### src/rtl/dram_seq_pkg.sv
// rtl/dram_seq_pkg.sv - state encoding, default cycle counts and output decode for the DRAM reset sequencer
package dram_seq_pkg;

    typedef enum logic [2:0] {
        ST_IDLE       = 3'd0,
        ST_LOCK_WAIT  = 3'd1,
        ST_RESET_HOLD = 3'd2,
        ST_CKE_WAIT   = 3'd3,
        ST_RUN        = 3'd4
    } state_e;

    localparam int DEF_LOCK_CYCLES  = 1000;
    localparam int DEF_RESET_CYCLES = 20000;
    localparam int DEF_CKE_CYCLES   = 40000;

    typedef struct packed {
        logic dram_rst;
        logic ddr_reset_n;
        logic ddr_cke;
        logic init_done;
    } pins_t;

    localparam pins_t PINS_RESET = '{dram_rst: 1'b1, ddr_reset_n: 1'b0, ddr_cke: 1'b0, init_done: 1'b0};

    // Counter only ever holds N-1, so clog2 of the largest count suffices; keep at least 1 bit.
    function automatic int cnt_width(input int a, input int b, input int c);
        int m;
        m = a;
        if (b > m) m = b;
        if (c > m) m = c;
        return ($clog2(m) < 1) ? 1 : $clog2(m);
    endfunction

    function automatic pins_t decode_pins(input state_e s);
        pins_t p;
        p = PINS_RESET;
        case (s)
            ST_CKE_WAIT: p.ddr_reset_n = 1'b1;
            ST_RUN: begin
                p.ddr_reset_n = 1'b1;
                p.ddr_cke     = 1'b1;
                p.dram_rst    = 1'b0;
                p.init_done   = 1'b1;
            end
            default: p = PINS_RESET;
        endcase
        return p;
    endfunction

endpackage

### src/rtl/dram_reset_sequencer_if.sv
// rtl/dram_reset_sequencer_if.sv - DRAM pin/status bundle; lock_lost exists only with DRAM_SEQ_LOCK_MONITOR_EN
interface dram_reset_sequencer_if;
    import dram_seq_pkg::*;

    logic   dram_rst;
    logic   ddr_reset_n;
    logic   ddr_cke;
    logic   init_done;
    state_e state;
`ifdef DRAM_SEQ_LOCK_MONITOR_EN
    logic   lock_lost;

    modport master (output dram_rst, ddr_reset_n, ddr_cke, init_done, state, lock_lost);
    modport slave  (input  dram_rst, ddr_reset_n, ddr_cke, init_done, state, lock_lost);
`else
    modport master (output dram_rst, ddr_reset_n, ddr_cke, init_done, state);
    modport slave  (input  dram_rst, ddr_reset_n, ddr_cke, init_done, state);
`endif

endinterface

### src/rtl/sync_2ff.sv
// rtl/sync_2ff.sv - two-flop synchronizer for a single asynchronous bit, resets to 0
module sync_2ff (
    input  logic clk,
    input  logic rst_n,
    input  logic d_i,
    output logic q_o
);

    logic meta_q;
    logic sync_q;

    always_ff @(posedge clk or negedge rst_n) begin
        if (!rst_n) begin
            meta_q <= 1'b0;
            sync_q <= 1'b0;
        end else begin
            meta_q <= d_i;
            sync_q <= meta_q;
        end
    end

    assign q_o = sync_q;

endmodule

### src/rtl/dram_reset_sequencer.sv
// rtl/dram_reset_sequencer.sv - DDR3 power-up reset/CKE sequencer gated on PLL lock
// Optional DRAM_SEQ_LOCK_MONITOR_EN: lock loss after LOCK_WAIT aborts to IDLE and sets sticky lock_lost.
module dram_reset_sequencer
    import dram_seq_pkg::*;
#(
    parameter int LOCK_CYCLES  = DEF_LOCK_CYCLES,
    parameter int RESET_CYCLES = DEF_RESET_CYCLES,
    parameter int CKE_CYCLES   = DEF_CKE_CYCLES
) (
    input  logic                          clk,
    input  logic                          rst_n,
    input  logic                          pll_locked,
    input  logic                          restart,
    dram_reset_sequencer_if.master        seq
);

    if (LOCK_CYCLES < 1 || RESET_CYCLES < 1 || CKE_CYCLES < 1) begin : g_param_check
        $error("dram_reset_sequencer: all cycle parameters must be >= 1");
    end

    localparam int CNT_W = cnt_width(LOCK_CYCLES, RESET_CYCLES, CKE_CYCLES);
    localparam logic [CNT_W-1:0] LOCK_LOAD  = CNT_W'(LOCK_CYCLES - 1);
    localparam logic [CNT_W-1:0] RESET_LOAD = CNT_W'(RESET_CYCLES - 1);
    localparam logic [CNT_W-1:0] CKE_LOAD   = CNT_W'(CKE_CYCLES - 1);

    logic             lock_s;
    state_e           state_q, state_d;
    logic [CNT_W-1:0] cnt_q, cnt_d;
    pins_t            pins_q, pins_d;

    sync_2ff u_lock_sync (
        .clk   (clk),
        .rst_n (rst_n),
        .d_i   (pll_locked),
        .q_o   (lock_s)
    );

    always_comb begin
        state_d = state_q;
        cnt_d   = cnt_q;
        case (state_q)
            ST_IDLE: begin
                if (lock_s) begin
                    state_d = ST_LOCK_WAIT;
                    cnt_d   = LOCK_LOAD;
                end
            end
            ST_LOCK_WAIT: begin
                if (!lock_s) begin
                    state_d = ST_IDLE;
                    cnt_d   = '0;
                end else if (cnt_q == '0) begin
                    state_d = ST_RESET_HOLD;
                    cnt_d   = RESET_LOAD;
                end else begin
                    cnt_d = cnt_q - CNT_W'(1);
                end
            end
            ST_RESET_HOLD: begin
                if (cnt_q == '0) begin
                    state_d = ST_CKE_WAIT;
                    cnt_d   = CKE_LOAD;
                end else begin
                    cnt_d = cnt_q - CNT_W'(1);
                end
            end
            ST_CKE_WAIT: begin
                if (cnt_q == '0) begin
                    state_d = ST_RUN;
                end else begin
                    cnt_d = cnt_q - CNT_W'(1);
                end
            end
            ST_RUN: begin
                if (restart) begin
                    state_d = ST_RESET_HOLD;
                    cnt_d   = RESET_LOAD;
                end
            end
            default: begin
                state_d = ST_IDLE;
                cnt_d   = '0;
            end
        endcase
`ifdef DRAM_SEQ_LOCK_MONITOR_EN
        // Placed after the case so lock loss overrides a same-cycle restart.
        if (!lock_s && (state_q inside {ST_RESET_HOLD, ST_CKE_WAIT, ST_RUN})) begin
            state_d = ST_IDLE;
            cnt_d   = '0;
        end
`endif
        pins_d = decode_pins(state_d);
    end

    always_ff @(posedge clk or negedge rst_n) begin
        if (!rst_n) begin
            state_q <= ST_IDLE;
            cnt_q   <= '0;
            pins_q  <= PINS_RESET;
        end else begin
            state_q <= state_d;
            cnt_q   <= cnt_d;
            pins_q  <= pins_d;
        end
    end

`ifdef DRAM_SEQ_LOCK_MONITOR_EN
    logic lock_lost_q, lock_lost_d;

    always_comb begin
        lock_lost_d = lock_lost_q;
        if (!lock_s && (state_q inside {ST_RESET_HOLD, ST_CKE_WAIT, ST_RUN})) begin
            lock_lost_d = 1'b1;
        end
    end

    always_ff @(posedge clk or negedge rst_n) begin
        if (!rst_n) begin
            lock_lost_q <= 1'b0;
        end else begin
            lock_lost_q <= lock_lost_d;
        end
    end

    assign seq.lock_lost = lock_lost_q;
`endif

    assign seq.dram_rst    = pins_q.dram_rst;
    assign seq.ddr_reset_n = pins_q.ddr_reset_n;
    assign seq.ddr_cke     = pins_q.ddr_cke;
    assign seq.init_done   = pins_q.init_done;
    assign seq.state       = state_q;

endmodule

### src/flat_wrapper.sv
// flat-port wrapper written by rule: the top's interface ports become plain ports
module dram_reset_sequencer_flat import dram_seq_pkg::*;
#(
    parameter int LOCK_CYCLES  = DEF_LOCK_CYCLES,
    parameter int RESET_CYCLES = DEF_RESET_CYCLES,
    parameter int CKE_CYCLES   = DEF_CKE_CYCLES
)
  (clk, rst_n, pll_locked, restart, seq_dram_rst, seq_ddr_reset_n, seq_ddr_cke, seq_init_done, seq_state);
  dram_reset_sequencer_if seq_i ();
  input  logic clk;
  input  logic rst_n;
  input  logic pll_locked;
  input  logic restart;
  output wire logic [$bits(seq_i.dram_rst)-1:0] seq_dram_rst;
  output wire logic [$bits(seq_i.ddr_reset_n)-1:0] seq_ddr_reset_n;
  output wire logic [$bits(seq_i.ddr_cke)-1:0] seq_ddr_cke;
  output wire logic [$bits(seq_i.init_done)-1:0] seq_init_done;
  output wire logic [$bits(seq_i.state)-1:0] seq_state;
  assign seq_dram_rst = seq_i.dram_rst;
  assign seq_ddr_reset_n = seq_i.ddr_reset_n;
  assign seq_ddr_cke = seq_i.ddr_cke;
  assign seq_init_done = seq_i.init_done;
  assign seq_state = seq_i.state;
  dram_reset_sequencer #(.LOCK_CYCLES(LOCK_CYCLES), .RESET_CYCLES(RESET_CYCLES), .CKE_CYCLES(CKE_CYCLES)) u_core (.clk(clk), .rst_n(rst_n), .pll_locked(pll_locked), .restart(restart), .seq(seq_i));
endmodule
### config.mk
export PLATFORM = sky130hd
export DESIGN_NAME = dram_reset_sequencer_flat
export DESIGN_NICKNAME = d
export VERILOG_FILES = /design/src/rtl/dram_seq_pkg.sv /design/src/rtl/dram_reset_sequencer_if.sv /design/src/rtl/sync_2ff.sv /design/src/rtl/dram_reset_sequencer.sv /design/src/flat_wrapper.sv
export SDC_FILE = /design/constraint.sdc
export NUM_CORES = 1
export LEC_CHECK = 0
export ABC_CLOCK_PERIOD_IN_PS = 2270
export CAP_MARGIN = 20
export CORE_ASPECT_RATIO = 0.75
export CORE_MARGIN = 5
export CORE_UTILIZATION = 35
export DETAILED_ROUTE_END_ITERATION = 8
export PLACE_DENSITY_LB_ADDON = 0.25
export SYNTH_ARGS = -nofsm -noshare
export SYNTH_HDL_FRONTEND = slang
export SYNTH_SLANG_ARGS = --single-unit
### constraint.sdc
create_clock -name clk -period 2.27 [get_ports clk]
set_clock_uncertainty 0.2 [all_clocks]
set_input_delay 0.454 -clock clk [delete_from_list [all_inputs] [get_ports clk]]
set_output_delay 0.454 -clock clk [all_outputs]
set_load 0.1 [all_outputs]
### Word-level counts from Yosys, hierarchy flattened

Index checks and enable logic that the tools add are counted.

* multipliers: 0
* divide/modulo/power cells: 0
* magnitude comparators: 0
* reduce and logical (&&, ||, !) cells: 4
* bitwise logic cells: 0
* equal/unequal tests: 9
* add/sub/neg operators: 1
* shift-type cells: 0
* multiplexer cells: 17

Operator list (number)
* $mux W16: 6
* $pmux W16 S5: 1
* $mux W3: 6
* $logic_not A16 Y1: 1
* $sub A16 B1 Y16 const B: 1
* $pmux W3 S5: 1
* $eq A3 B2 Y1 const B: 3
* $eq A3 B3 Y1 const B: 2
* $ne A2 B2 Y1 const B: 3
* $eq A3 B1 Y1 const B: 1
* $logic_not A3 Y1: 1
* $reduce_and A3 Y1: 1
* $mux W1: 2
* $mux W2: 1
* $reduce_or A2 Y1: 1

* memories: 0
* RAM bits: 0
* input port bits: 4
* bits in latches: 0
* memory bits (read-only): 0
* register bits after elaboration: 25

### Logic depth before layout (Yosys ltp)

Gate-level depths: netlist of the first run.

* depth after elaboration: 7
* gate-level depth with buffers: 8
* gate-level depth less buffers: 7

### Cells and area by module

A second synthesis of the first run with hierarchy kept.

* cell total of the unflattened synthesis: 185
* area total of the unflattened synthesis: 1600.3 sq um

Modules (own cells, without submodules)
* dram_reset_sequencer: instances 1, seq. area each 551.8 sq um, area each 1550.2 sq um, cells an instance 183
* sync_2ff: instances 1, seq. area each 50.0 sq um, area each 50.0 sq um, cells an instance 2

### Worst setup path after synthesis of the first run

Ideal clock, no wire load.

* kind: register -> register
* from: register u_core.state_q[2] (netlist: u_core.seq.state[2])
* to: register u_core.cnt_q[11]
* slack: -0.164 ns
* stages on the path, launching flop included: 7
* path buffers: 1
* data arrival time: 2.124 ns
* cells stage by stage: dfrtp_1 > nor2b_1 > a2111oi_0 > o21bai_2 > buf_4 > o21ai_0 > o41ai_1

* word-level cells in the longest chain between the ends: 3

RTL lines
* from (decl): line dram_reset_sequencer.sv:27 `state_e state_q, state_d;`
* from (signal assigned): line dram_reset_sequencer.sv:101 `state_q <= state_d;`
* $eq A3 B2 Y1, or another cell as far along: line dram_reset_sequencer.sv:41 `case (state_q)`
* $ne A2 B2 Y1 (no source line)
* $reduce_and A3 Y1 (no source line)
* to (signal assigned): line dram_reset_sequencer.sv:102 `cnt_q <= cnt_d;`
* to (decl): line dram_reset_sequencer.sv:28 `logic [CNT_W-1:0] cnt_q, cnt_d;`

Parallel ways exist; a longest one is shown, timed or not.
A chain may end at the register's enable or synchronous reset.

### Final worst setup path of the first run

* from: input port restart
* to: register u_core.cnt_q[8]

* word-level cells in the longest chain between the ends: 2

RTL lines
* from (decl): line flat_wrapper.sv:13 `input logic restart;`
* $ne A2 B2 Y1 (no source line)
* $reduce_and A3 Y1 (no source line)

Every way passes these cells.

==> results of run 1 <==
report_power, final:
group | total [W] | internal (W) | switching (W)
clock | 0.000298 | 0.000155 | 0.000142
combinational | 0.00104 | 0.000452 | 0.000585
sequential | 0.000659 | 0.000522 | 0.000136
per-layer routing:
layer | global-route usage | share of wire | vias up
met5 | 0 | 0 | -
met4 | 0.0447 | 0.011 | 0
met3 | 0.0354 | 0.074 | 4
met2 | 0.258 | 0.44 | 63
met1 | 0.251 | 0.47 | 749
li1 | - | - | 748
synth_stat cells (all sizes together), types with 3 or more instances:
master	number	area (sq um)
dfrtp	23	576
o21ai	22	110
nand2	18	67.6
nor2	15	56.3
a21oi	9	45.0
nor3	9	45.0
a31oi	6	37.5
buf	6	37.5
inv	6	22.5
nor4	6	73.8
clkbuf	5	18.8
nand2b	5	31.3
a211oi	4	30.0
nand3	3	15.0
nand4	3	33.8
o21bai	3	26.3
o22ai	3	18.8
o31ai	3	22.5
what timing repair did:
action	4_1_cts	5_1_grt
resized for setup	1	11
setup endpoints to repair	2	14
setup buffers	2	4
cloned	0	1
pin swaps	0	2
worst max-delay path: stages:
cell and delay (ns):
clkdlybuf4s50_1 0.43, a2111oi_1 0.57, o21bai_4 0.26, buf_4 0.20, o21ai_0 0.09, o311ai_0 0.10
sequential cells by signal, summed over array words and instances, names as in the netlist:
name	cells
u_core.u_lock_sync.meta_q	1
u_core.seq.ddr_cke	1
u_core.cnt_q	16
u_core.seq.dram_rst	1
u_core.seq.ddr_reset_n	1
u_core.u_lock_sync.q_o	1
u_core.seq.state	3
per-stage QoR:
stage,total power (W),std cells,setup WS [ns]
4_1_cts,0.00191,268,0.0218
6_report,0.00199,273,0.115
5_1_grt,0.00213,273,-0.00519
3_3_place_gp,0.00158,262,-0.0718
2_1_floorplan,0.00122,179,-0.00742
3_5_place_dp,0.00160,262,-0.219
cell type report:
type,instances,area (sq um)
Inverter,6,22.5
Fill cell,441,2310
Sequential cell,24,604
Tap cell,57,71.3
Timing Repair Buffer,43,380
Clock buffer,4,55.1
Multi-Input combinational cell,139,917
worst paths after layout:
kind                       depth (start not counted)                      to  slack [ns]                      start
hold / removal                                     0  u_core.u_lock_sync.q_o        0.15  u_core.u_lock_sync.meta_q
setup reg to reg                                   9         u_core.cnt_q[2]        0.12            u_core.cnt_q[0]
min in group asynchronous                          2     u_core.seq.state[1]        0.31                      rst_n
hold reg to reg                                    0  u_core.u_lock_sync.q_o        0.15  u_core.u_lock_sync.meta_q
max in group asynchronous                          2     u_core.seq.dram_rst        1.33                      rst_n
setup / recovery                                   6         u_core.cnt_q[8]        0.12                    restart
layout by cell type (no fill, tap or decap), types with 3 or more instances in the layout:
cell,instances
o21ai_0,19
nand3_1,3
nand2_1,18
a21oi_1,8
clkdlybuf4s50_1,3
buf_4,36
nand2b_1,5
o21ai_1,3
a31oi_1,6
o22ai_1,3
clkbuf_8,4
inv_1,5
buf_12,4
nor3_1,8
nor4_1,3
nor2_1,15
dfrtp_1,21
cell families (layout without fill, tap and decap cells):
| kind of cell | Yosys count | count (layout) | share of synthesized area |
|---|---|---|---|
| adders and majority gates | 2 | 2 | 0.0162 |
| buffers and inverters | 17 | 53 | 0.0509 |
| AOI/OAI and AO/OA | 63 | 63 | 0.260 |
| and+or+nand+nor | 71 | 72 | 0.272 |
| xor gates and xnor gates | 2 | 2 | 0.0113 |
| DFF | 24 | 24 | 0.389 |
==> results.json, run 1 <==
{
  "whs_ns": 0.155,
  "critical_path.max_fanout": 11,
  "result_of_the_run": "completed",
  "worst-slew-pin-transition_ns": 0.542,
  "grt_first_pass_wirelength_mm": 7.76,
  "cts_hold_buf": 0,
  "netlist_area_sq_mm": 0.00155,
  "yosys_warns": 0,
  "required_time_of_the_worst_setup_path_ns": 2.24,
  "worstHoldPathType": "register to register",
  "number_of_global_route_vias_before_repair": 1527,
  "fin_tns_setup_ns": 0,
  "vdd_drop_max_mv": 0.537,
  "max-slew-margin-rel": 0.638,
  "final-setup-viol-count": 0,
  "area_delta_synth_final_pct": 32.5,
  "post_synth.cell_area_avg_sq_um": 8.65,
  "grt_antenna_before_repair": 0,
  "finalCoreUtilization": 0.470,
  "cts.sinks": 24,
  "power_density_mw_per_mm2": 972,
  "drive_above_1_share": 0.306,
  "drv_cap": 0,
  "ioPinCount": 11,
  "synth-main-ff-cell": "dfrtp_1",
  "yosys.cell_types.count": 47,
  "placeable_core_region_sq_mm": 0.00436,
  "fmaxAchievable_mhz": 464,
  "placement.cell_area_sq_mm": 0.00190,
  "tritoncts.num_buffers": 3,
  "drt-total-wl_mm": 4.64,
  "drtAntennaViolNets": 0,
  "critPathCaptureType": "register",
  "final_hold_viol_count": 0,
  "drcViolationCount": 0,
  "sum_of_overflow_across_all_layers_after_global_routing": 0,
  "drt_iter0_markers": 221,
  "initial_utilization": 0.355,
  "path_clk_slew_ns": 0.09,
  "clock_tree_from_tritoncts": "done",
  "worstSetupPathType": "input port to register",
  "period_needed_ns": 2.15,
  "globalplace.congestion": 0.929,
  "detailedPlacementHpwl_mm": 3.55,
  "die_h_um": 67.6,
  "grt_start_max_net_pins": 19,
  "wire_per_inst_um": 17.0,
  "finalMaxSlewViolations": 0,
  "fin_crit_sh": 0.949,
  "router_iterations_before_antenna_repair": 4,
  "timing.critical_path.arrival_ns": 2.12,
  "buffer_ports.inserted": 10,
  "dieArea_sq_mm": 0.00587,
  "vias": 1564,
  "rows": 21,
  "grt.total_usage": 0.172,
  "syn-num-nets": 185,
  "stdcell_area_sq_mm": 0.00205,
  "worst_skew_pair.late_latency_ns": 0.27,
  "worst_setup_path_start_kind": "input port",
  "portion_of_the_post_synthesis_area_used_by_sequential_elements": 0.389,
  "synthArstFlopShare": 1.00,
  "average_via_count_per_standard_cell": 5.73,
  "htree_num_levels": 1,
  "ys_ff_latch": 24,
  "static-leakage-power_nw": 0.858,
  "antenna_cells_inserted": 0,
  "number_of_enable_flip_flop_cells_after_synthesis": 0,
  "syn-instance-count": 179,
  "nNetsFinal": 223,
  "number_of_buffers_on_the_longest_clock_path": 2,
  "cts_root_buffer": "clkbuf_8",
  "floorplan.die.width_um": 86.8
}
Note: power is estimated with default switching activity, not from simulation.
==> inputs of run 2 (changes only) <==
Settings changed: CTS_BUF_LIST set to sky130_fd_sc_hd__clkbuf_8.
==> results of run 2 <==
Final layout, timing and power as in run 1 (identical DEF).
==> inputs of run 3 (changes only) <==
Settings changed: ABC_CLOCK_PERIOD_IN_PS 2270 to 1800.
Clock period 2.27 ns to 1.8 ns, I/O delays scaled along.
==> results.json, run 3 (synthesis results as in run 1) <==
{
  "period_needed_ns": 2.09,
  "number_of_buffers_on_the_longest_clock_path": 2,
  "timing.critical_path.arrival_ns": 2.05,
  "drcViolationCount": 0,
  "finalCoreUtilization": 0.604,
  "regArea_sq_um": 614,
  "regMostFlops": "u_core.cnt_q",
  "grtUsageMet3": 0.0354,
  "required_time_of_the_worst_setup_path_ns": 1.76,
  "fmaxAchievable_mhz": 478,
  "crit_path_max_incr_delay_ns": 0.41,
  "final-setup-viol-count": 21,
  "buffer_ports.inserted": 10,
  "placed_cells_incl_taps": 295,
  "die_h_um": 67.6,
  "grt_antenna_before_repair": 0,
  "result_of_the_run": "finished, violations left",
  "critical_path.top_delay_family": "compound AO/OA/AOI/OAI gates",
  "final.fill_count": 372,
  "final_hold_viol_count": 0,
  "ioPinCount": 11,
  "wire_per_inst_um": 18.1,
  "cts_root_buffer": "clkbuf_8",
  "detailedPlace.worstSlack_ns": -0.318,
  "grt.total_usage": 0.202,
  "max-slew-margin-rel": 0.762,
  "critPathCaptureType": "register",
  "globalplace.congestion": 0.977,
  "drtAntennaViolNets": 0,
  "timing.hold.worst.start": "u_core.u_lock_sync.meta_q",
  "hold_critical_path_endpoint": "u_core.u_lock_sync.q_o",
  "drive_above_1_share": 0.526,
  "crit_buf_inv": 1,
  "htree_num_levels": 1,
  "worstHoldPathType": "register to register",
  "layout.cells.most_common": "buf_4",
  "power_density_mw_per_mm2": 1210,
  "worst_setup_path_start_kind": "register",
  "fin_ws_ns": -0.291,
  "violations_in_the_final_reports": "setup timing",
  "grt_first_pass_wirelength_mm": 9.13,
  "placeable_core_region_sq_mm": 0.00436,
  "whs_ns": 0.163,
  "average_via_count_per_standard_cell": 5.83,
  "drt_iter0_markers": 134,
  "floorplan.die.width_um": 86.8,
  "drv_cap": 0,
  "rows": 21,
  "nNetsFinal": 260,
  "antenna_cells_inserted": 0,
  "drt-total-wl_mm": 5.61,
  "tritoncts.num_buffers": 3,
  "multi_input_comb_area_sq_mm": 0.00111,
  "dieArea_sq_mm": 0.00587,
  "cts.sinks": 24,
  "grt_start_max_net_pins": 25,
  "r2r_worst_path_depth": 6,
  "worstSetupPathType": "register to register",
  "largest_register_ffs": 16,
  "critical_path.max_fanout": 3,
  "static-leakage-power_nw": 1.11,
  "grt_util_met2": 0.319,
  "groute.layer.met1.usage": 0.279,
  "clock_tree_from_tritoncts": "done",
  "initial_utilization": 0.355,
  "vdd_drop_max_mv": 0.732,
  "finish.cell_count_without_fillers": 310,
  "detailedPlacementHpwl_mm": 3.85,
  "r2r_slack_ns": -0.29,
  "cell_count_of_the_worst_hold_path": 0,
  "cp_cell_sequence": "buf_4 > nor4_4 > nand4b_1 > o311a_1 > a211oi_2 > o31ai_1",
  "number_of_global_route_vias_before_repair": 1804,
  "r2r-end": "u_core.cnt_q[15]",
  "area_delta_synth_final_pct": 70.3,
  "fin_crit_sh": 1.16,
  "layout.cells.most_common_list": "buf_4, dfrtp_1, nand2_1, nor2_1, buf_6",
  "worst-slew-pin-transition_ns": 0.355,
  "finalMaxSlewViolations": 0,
  "critical_path_cell_count": 6,
  "vias": 1807,
  "router_iterations_before_antenna_repair": 5,
  "path_clk_slew_ns": 0.09,
  "top_usage_layer": "met2",
  "sum_of_overflow_across_all_layers_after_global_routing": 0,
  "worst_skew_pair.late_latency_ns": 0.27,
  "post-layout-total-power_w": 0.00319,
  "rr_startpoint": "u_core.cnt_q[1]",
  "worst_path_max_delay_cell": "dfrtp_1",
  "unrepaired_setup_endpoints_after_global_routing": "yes"
}
-- run 3: final cells by class --
type                       count  area share
multi-input combinational    139       0.423
sequential                    24       0.233
timing repair buffer          80       0.282
inverter                       6     0.00855
tap                           57      0.0271
clock buffer                   3      0.0157
clock inverter                 1      0.0114
-- run 3: worst max path at each step --
stage	startpoint	to
6_report	u_core.cnt_q[1]	u_core.cnt_q[15]
3_3_place_gp	restart	u_core.cnt_q[3]
5_1_grt	u_core.cnt_q[1]	u_core.cnt_q[14]
4_1_cts	u_core.cnt_q[0]	u_core.cnt_q[15]
3_5_place_dp	restart	u_core.cnt_q[4]
2_1_floorplan	u_core.cnt_q[5]	u_core.cnt_q[15]
-- run 3: power breakdown --
part / switching [W] / internal, W / leakage (nW)
logic: 0.000990 / 0.000894 / 0.773
registers: 0.000152 / 0.000665 / 0.302
clock network: 0.000190 / 0.000298 / 0.0357
-- run 3: metrics by stage --
step                      instance area (sq um)  setup TNS (ns)
after floorplan                            1660           -1.58
after global placement                     2280           -4.29
after detailed placement                   2280           -5.12
after CTS                                  2540           -4.13
after global routing                       2640           -6.09
final                                      2640           -4.25
-- run 3: layer usage --
layer	share of wire	wire length (um)
met1	0.44	2490
met2	0.48	2680
met3	0.056	315
met4	0.022	123
met5	0	0
-- run 3: repair_timing --
action | CTS | global route
cloned | 2 | 0
endpoints found under the setup margin | 22 | 22
setup buffers | 8 | 1
resized for setup | 32 | 23
hold buffers | 0 | 0
pin swaps | 11 | 7
